==> src/rtl/tmds_pkg.sv <==
// Shared TMDS serializer types, constants and the phase-to-bit-pair selector.
package tmds_pkg;

  localparam int unsigned TMDS_WORD_W    = 10;
  localparam int unsigned TMDS_SER_RATIO = 5;

  typedef logic [TMDS_WORD_W-1:0] tmds_char_t;

  localparam tmds_char_t TMDS_CLK_PATTERN = 10'b11111_00000;

  // One state per SerialClk cycle of the pixel period; state k sends pair k.
  typedef enum logic [2:0] {
    PH_0 = 3'd0,
    PH_1 = 3'd1,
    PH_2 = 3'd2,
    PH_3 = 3'd3,
    PH_4 = 3'd4
  } phase_e;

  // Returns {bit 2k+1, bit 2k}: bit 2k is sent first (rising half).
  function automatic logic [1:0] pair_sel(input tmds_char_t w, input phase_e ph);
    logic [1:0] pair;
    pair = '0;
    case (ph)
      PH_0:    pair = w[1:0];
      PH_1:    pair = w[3:2];
      PH_2:    pair = w[5:4];
      PH_3:    pair = w[7:6];
      PH_4:    pair = w[9:8];
      default: pair = '0;
    endcase
    return pair;
  endfunction

endpackage

==> src/rtl/tmds_output_serdes_oddr.sv <==
// Behavioural DDR output register: D1 drives the high half of SerialClk,
// D2 (captured on the rising edge) drives the following low half.
module tmds_oddr (
  input  logic D1,
  input  logic D2,
  input  logic SerialClk,
  input  logic RstB,
  output logic Q
);

  logic rise_q, rise_d;
  logic hold_q, hold_d;
  logic fall_q, fall_d;

  always_comb begin
    rise_d = D1;
    hold_d = D2;
    if (!RstB) begin
      rise_d = '0;
      hold_d = '0;
    end
  end

  always_ff @(posedge SerialClk) begin
    rise_q <= rise_d;
    hold_q <= hold_d;
  end

  // No reset here: it reloads the already-cleared hold register.
  always_comb fall_d = hold_q;

  always_ff @(negedge SerialClk) begin
    fall_q <= fall_d;
  end

  assign Q = SerialClk ? rise_q : fall_q;

endmodule

==> src/rtl/tmds_output_serdes.sv <==
// Single-lane 10:1 TMDS serializer, LSB first, DDR on the 5x SerialClk.
// PixelClk is only sampled as data to find the character boundary.
module tmds_output_serdes
  import tmds_pkg::*;
#(
  parameter int unsigned WORD_W = 10,
  parameter int unsigned RATIO  = 5
) (
  input  logic              SerialClk,
  input  logic              RstB,
  input  logic              PixelClk,
  input  logic [WORD_W-1:0] DataOut,
  output logic              DataOut_P,
  output logic              DataOut_N
);

  logic [2:0] sync_q, sync_d;
  tmds_char_t word_q, word_d;
  phase_e     phase_q, phase_d;
  logic       load;
  logic [1:0] pair;
  logic       ser;

  // sync bit0 = p1, bit1 = p2, bit2 = p3
  assign load = sync_q[1] & ~sync_q[2];
  assign pair = pair_sel(word_q, phase_q);

  always_comb begin
    sync_d  = {sync_q[1:0], PixelClk};
    word_d  = word_q;
    phase_d = (phase_q == phase_e'(RATIO - 1)) ? PH_0 : phase_e'(phase_q + 3'd1);
    if (load) begin
      word_d  = DataOut;
      phase_d = PH_0;
    end
    if (!RstB) begin
      sync_d  = '0;
      word_d  = '0;
      phase_d = PH_0;
    end
  end

  always_ff @(posedge SerialClk) begin
    sync_q  <= sync_d;
    word_q  <= word_d;
    phase_q <= phase_d;
  end

  // Pair is chosen from the pre-update phase, so a realigning load still
  // emits the old word's current pair on that edge.
  tmds_oddr u_oddr (
    .D1        (pair[0]),
    .D2        (pair[1]),
    .SerialClk (SerialClk),
    .RstB      (RstB),
    .Q         (ser)
  );

  assign DataOut_P = ser;
  assign DataOut_N = ~ser;

endmodule

==> config.mk <==
export PLATFORM = sky130hd
export DESIGN_NAME = tmds_output_serdes
export DESIGN_NICKNAME = d
export VERILOG_FILES = /design/src/rtl/tmds_pkg.sv /design/src/rtl/tmds_output_serdes_oddr.sv /design/src/rtl/tmds_output_serdes.sv
export SDC_FILE = /design/constraint.sdc
export NUM_CORES = 1
export LEC_CHECK = 0
export BUFFER_PORTS_ARGS = -buffer_cell sky130_fd_sc_hd__buf_4
export CAP_MARGIN = 20
export CELL_PAD_IN_SITES_DETAIL_PLACEMENT = 0
export CELL_PAD_IN_SITES_GLOBAL_PLACEMENT = 1
export CORE_AREA = 2 2 60 45
export DETAILED_ROUTE_END_ITERATION = 6
export DIE_AREA = 0 0 62 47
export PLACE_DENSITY_LB_ADDON = 0.15
export SETUP_SLACK_MARGIN = 0.15
export SLEW_MARGIN = 20
export SYNTH_ARGS = -nofsm -noshare
export SYNTH_HDL_FRONTEND = slang
export SYNTH_SLANG_ARGS = --single-unit
==> constraint.sdc <==
create_clock -name SerialClk -period 1.3 [get_ports SerialClk]
set_input_delay 0.065 -clock SerialClk [delete_from_list [all_inputs] [get_ports SerialClk]]
set_output_delay 0.065 -clock SerialClk [all_outputs]
set_load 0.005 [all_outputs]
## Word level (Yosys, flattened, before mapping)

Cells that the tools add are included.

- Flip-flop bits (word level): 19
- Output and inout bits: 2
- Logic and storage cells: 19

- Add/sub/neg operators: 1
- Equal/unequal tests: 4
- Muxes and demuxes: 2
- Bitwise logic cells: 4
- Reduce and logical (&&, ||, !) cells: 2

Operator list:

| operator | number |
|---|---|
| $pmux 2 s5 | 1 |
| $eq 3x2->1 const B | 2 |
| $add 3x1->3 const B | 1 |
| $eq 3x1->1 const B | 1 |
| $eq 3x3->1 const B | 1 |
| $logic_not 3->1 | 1 |
| $not 1->1 | 3 |
| $reduce_or 3->1 | 1 |
| $and 1x1->1 | 1 |
| $mux 1 | 1 |

## Logic depth before layout (Yosys ltp)

- Depth after elaboration: 3
- Depth in mapped cells: 5
- Mapped depth without buffers: 5

## Hierarchy

A second synthesis with hierarchy kept.

- Cells, all modules: 86
- Area, all modules: 780.7 µm²

Modules (own cells, without submodules):

| module | times used | cells an instance | area an instance (µm²) | sequential area each (µm²) |
|---|---|---|---|---|
| tmds_output_serdes | 1 | 79 | 689.4 | 320.3 |
| tmds_oddr | 1 | 7 | 91.3 | 60.1 |

==> results.toml <==
[worst_hold_path]
min_path_type = "in -> reg"

[sta]
setup_viol = 3
setup_ws_ns = -0.819
relSlewSlack_pct = 70.5
tightest_slew_ns = 0.442
hold_slack_ns = 0.415
fin_skew_ns = 0.0631
drv_slew = 0
report.final.hold_viol_count = 0
rsz0062_at_grt = "yes"

[synthesis]
synth_top_family_by_area = "simple AND/OR/NAND/NOR gates"
synthSimpleGateAreaFrac_pct = 18.6
yosysSeqAreaShare_pct = 48.4
syn_nets = 104
synth_area_per_cell_um2 = 9.14
synth_xor_area_share_pct = 0
ys_types = 19
syn_area_um2 = 786
ys_warn_count = 0
synthMuxAreaShare_pct = 4.14
ys_seq_elements = 19
synth_compound_area_share_pct = 16.2
syn_inst = 86
synth_fa_ha_area_share_pct = 7.96

[grt]
antenna_found_initial = 0
top_usage_layer = "met2"
use_met1_pct = 15.5
grt_usage_pct = 17.7
grt_pass1_vias = 796
grt_pass1_wl_mm = 3.19
globalRouteMet3Util_pct = 14.6
grtUsageMet2_pct = 23.8
overflow = 0
grt_start_max_net_pins = 14

[setup_path]
crit_chain = "mux2i_2 -> buf_4 -> buf_8 -> buf_8 -> inv_4 -> buf_6"
crit_type = "reg -> out"
cp_num_buf_inv = 5
critPathMaxStageDelay_ns = 0.31
worstPathArrival_ns = 2.05
cp_max_fo = 2
crit_required_ns = 1.24
slowest_stage = "dfxtp_2"
crit_family = "buffers and inverters"
end_kind = "output pin"
startpoint_type = "register"
cp_common_cell = "buf_8"

[routing]
viasPerCell = 4.60
drtIter0Drc = 29
first_pass_iters = 4
wl_mm = 1.86
final_antenna_net_count = 0
via_count = 754
drc = 0
drt-wirelength-per-cell_um = 11.3

[placement]
placed_area_um2 = 971
io_buffers = 14
gp_congestion = 0.673
place_hpwl_mm = 1.08

[power_and_ir_drop]
ir_worst_vdd_v = 0.000570
power.total_mw = 1.47
p_per_area_mw_per_mm2 = 1120
leakage_nw = 0.538

[floorplanning]
die_x_um = 62
io_pins = 15
die_y_um = 47
core_mm2 = 0.00235
num_rows = 15
start_util_pct = 33.5
dieArea_mm2 = 0.00291

[run_status]
violations = "negative setup slack"
outcome = "finished with violations"

[run]
cap_violations = 0

[layout]
area_growth_pct = 67.4
nNetsFinal = 149
final_common_cell = "nand2_1"
antenna_cells = 0
drive_above_1_share_pct = 38.5
final_util_pct = 56.1
final_area_mm2 = 0.00132
layout_common_cells = "nand2_1, buf_4, dfxtp_1"

[clock_network]
clk_pin_slew_worst_paths_ns = 0.10
clk_latency_ns = 0.47
cts_tree = "yes"
through the flow:
| stage | setup slack [ns] | TNS, ns | std cells |
|---|---|---|---|
| after detailed placement | -0.00841 | -0.00841 | 133 |
| after global placement | -0.0103 | -0.0103 | 133 |
| final | -0.819 | -1.59 | 164 |
| after global routing | -0.904 | -1.86 | 164 |
| after CTS | -0.867 | -1.66 | 164 |
| after floorplan | 0.0571 | 0 | 86 |
layer usage:
metal	share of wire [%]	up-vias
met4	2.6	0
met1	43	346
met5	0	-
met2	47	33
met3	6.9	7
li1	-	368
registers in the layout, summed over array words and instances, names as in the netlist:
register       cells
sync_q             3
u_oddr.fall_q      1
u_oddr.rise_q      1
phase_q            3
u_oddr.fall_d      1
word_q            10
worst min-delay path: cells and delay by family:
kind	cells	cell delay, ns
buffers and inverters	2	0.62
and+or+nand+nor	1	0.10
Yosys cell counts, drive strengths merged:
cell | count | share of area, %
nand3 | 1 | 0.64
ha | 5 | 8.0
buf | 2 | 1.3
dfxtp | 19 | 48
and2 | 3 | 2.4
inv | 6 | 2.9
nor2 | 3 | 1.4
a222oi | 2 | 2.5
nor2b | 3 | 2.4
o21ba | 1 | 1.3
o31ai | 1 | 1.6
a21oi | 2 | 1.3
mux2 | 2 | 2.9
nand2 | 23 | 11
a21boi | 10 | 9.6
clkbuf | 1 | 0.48
nand2b | 1 | 0.80
mux2i | 1 | 1.3
final timing paths:
kind	from	to	slack [ns]	cells after the start
setup / recovery	u_oddr.fall_q$_DFF_N_	DataOut_P	-0.82	6
hold / removal	RstB	sync_q[0]$_SDFF_PN0_	0.41	3
setup reg to reg	phase_q[0]$_SDFF_PP0_	u_oddr.fall_d$_SDFF_PN0_	0	4
hold reg to reg	sync_q[0]$_SDFF_PN0_	sync_q[1]$_SDFF_PN0_	0.45	1
cell families (layout without fill, tap and decap cells):
logic type,count (synthesis),count (layout)
muxes,3,3
buffers and inverters,9,53
and+or+nand+nor,34,34
DFF,19,19
adders and majority gates,5,5
AOI/OAI and AO/OA,16,16
report_power, final:
group / total, mW / internal, mW / switching, mW / leakage, nW
registers: 0.631 / 0.609 / 0.0216 / 0.157
logic: 0.191 / 0.113 / 0.0780 / 0.269
clock network: 0.652 / 0.375 / 0.277 / 0.111
final cells by class:
type	instances	area, µm²
fill	216	1030
clock inverter	3	15.0
tap	34	42.5
inverter	4	15.0
timing repair buffer	29	253
multi-input combinational	58	434
sequential	19	390
clock buffer	17	165
timing repair:
item | 4_1_cts | 5_1_grt
pin swaps | 4 | 1
setup buffers | 2 | 0
resized for setup | 11 | 11
hold endpoints to repair | 15 | 0
hold buffers | 14 | 0
setup endpoints to repair | 4 | 15
(Power assumes the default switching activity.)
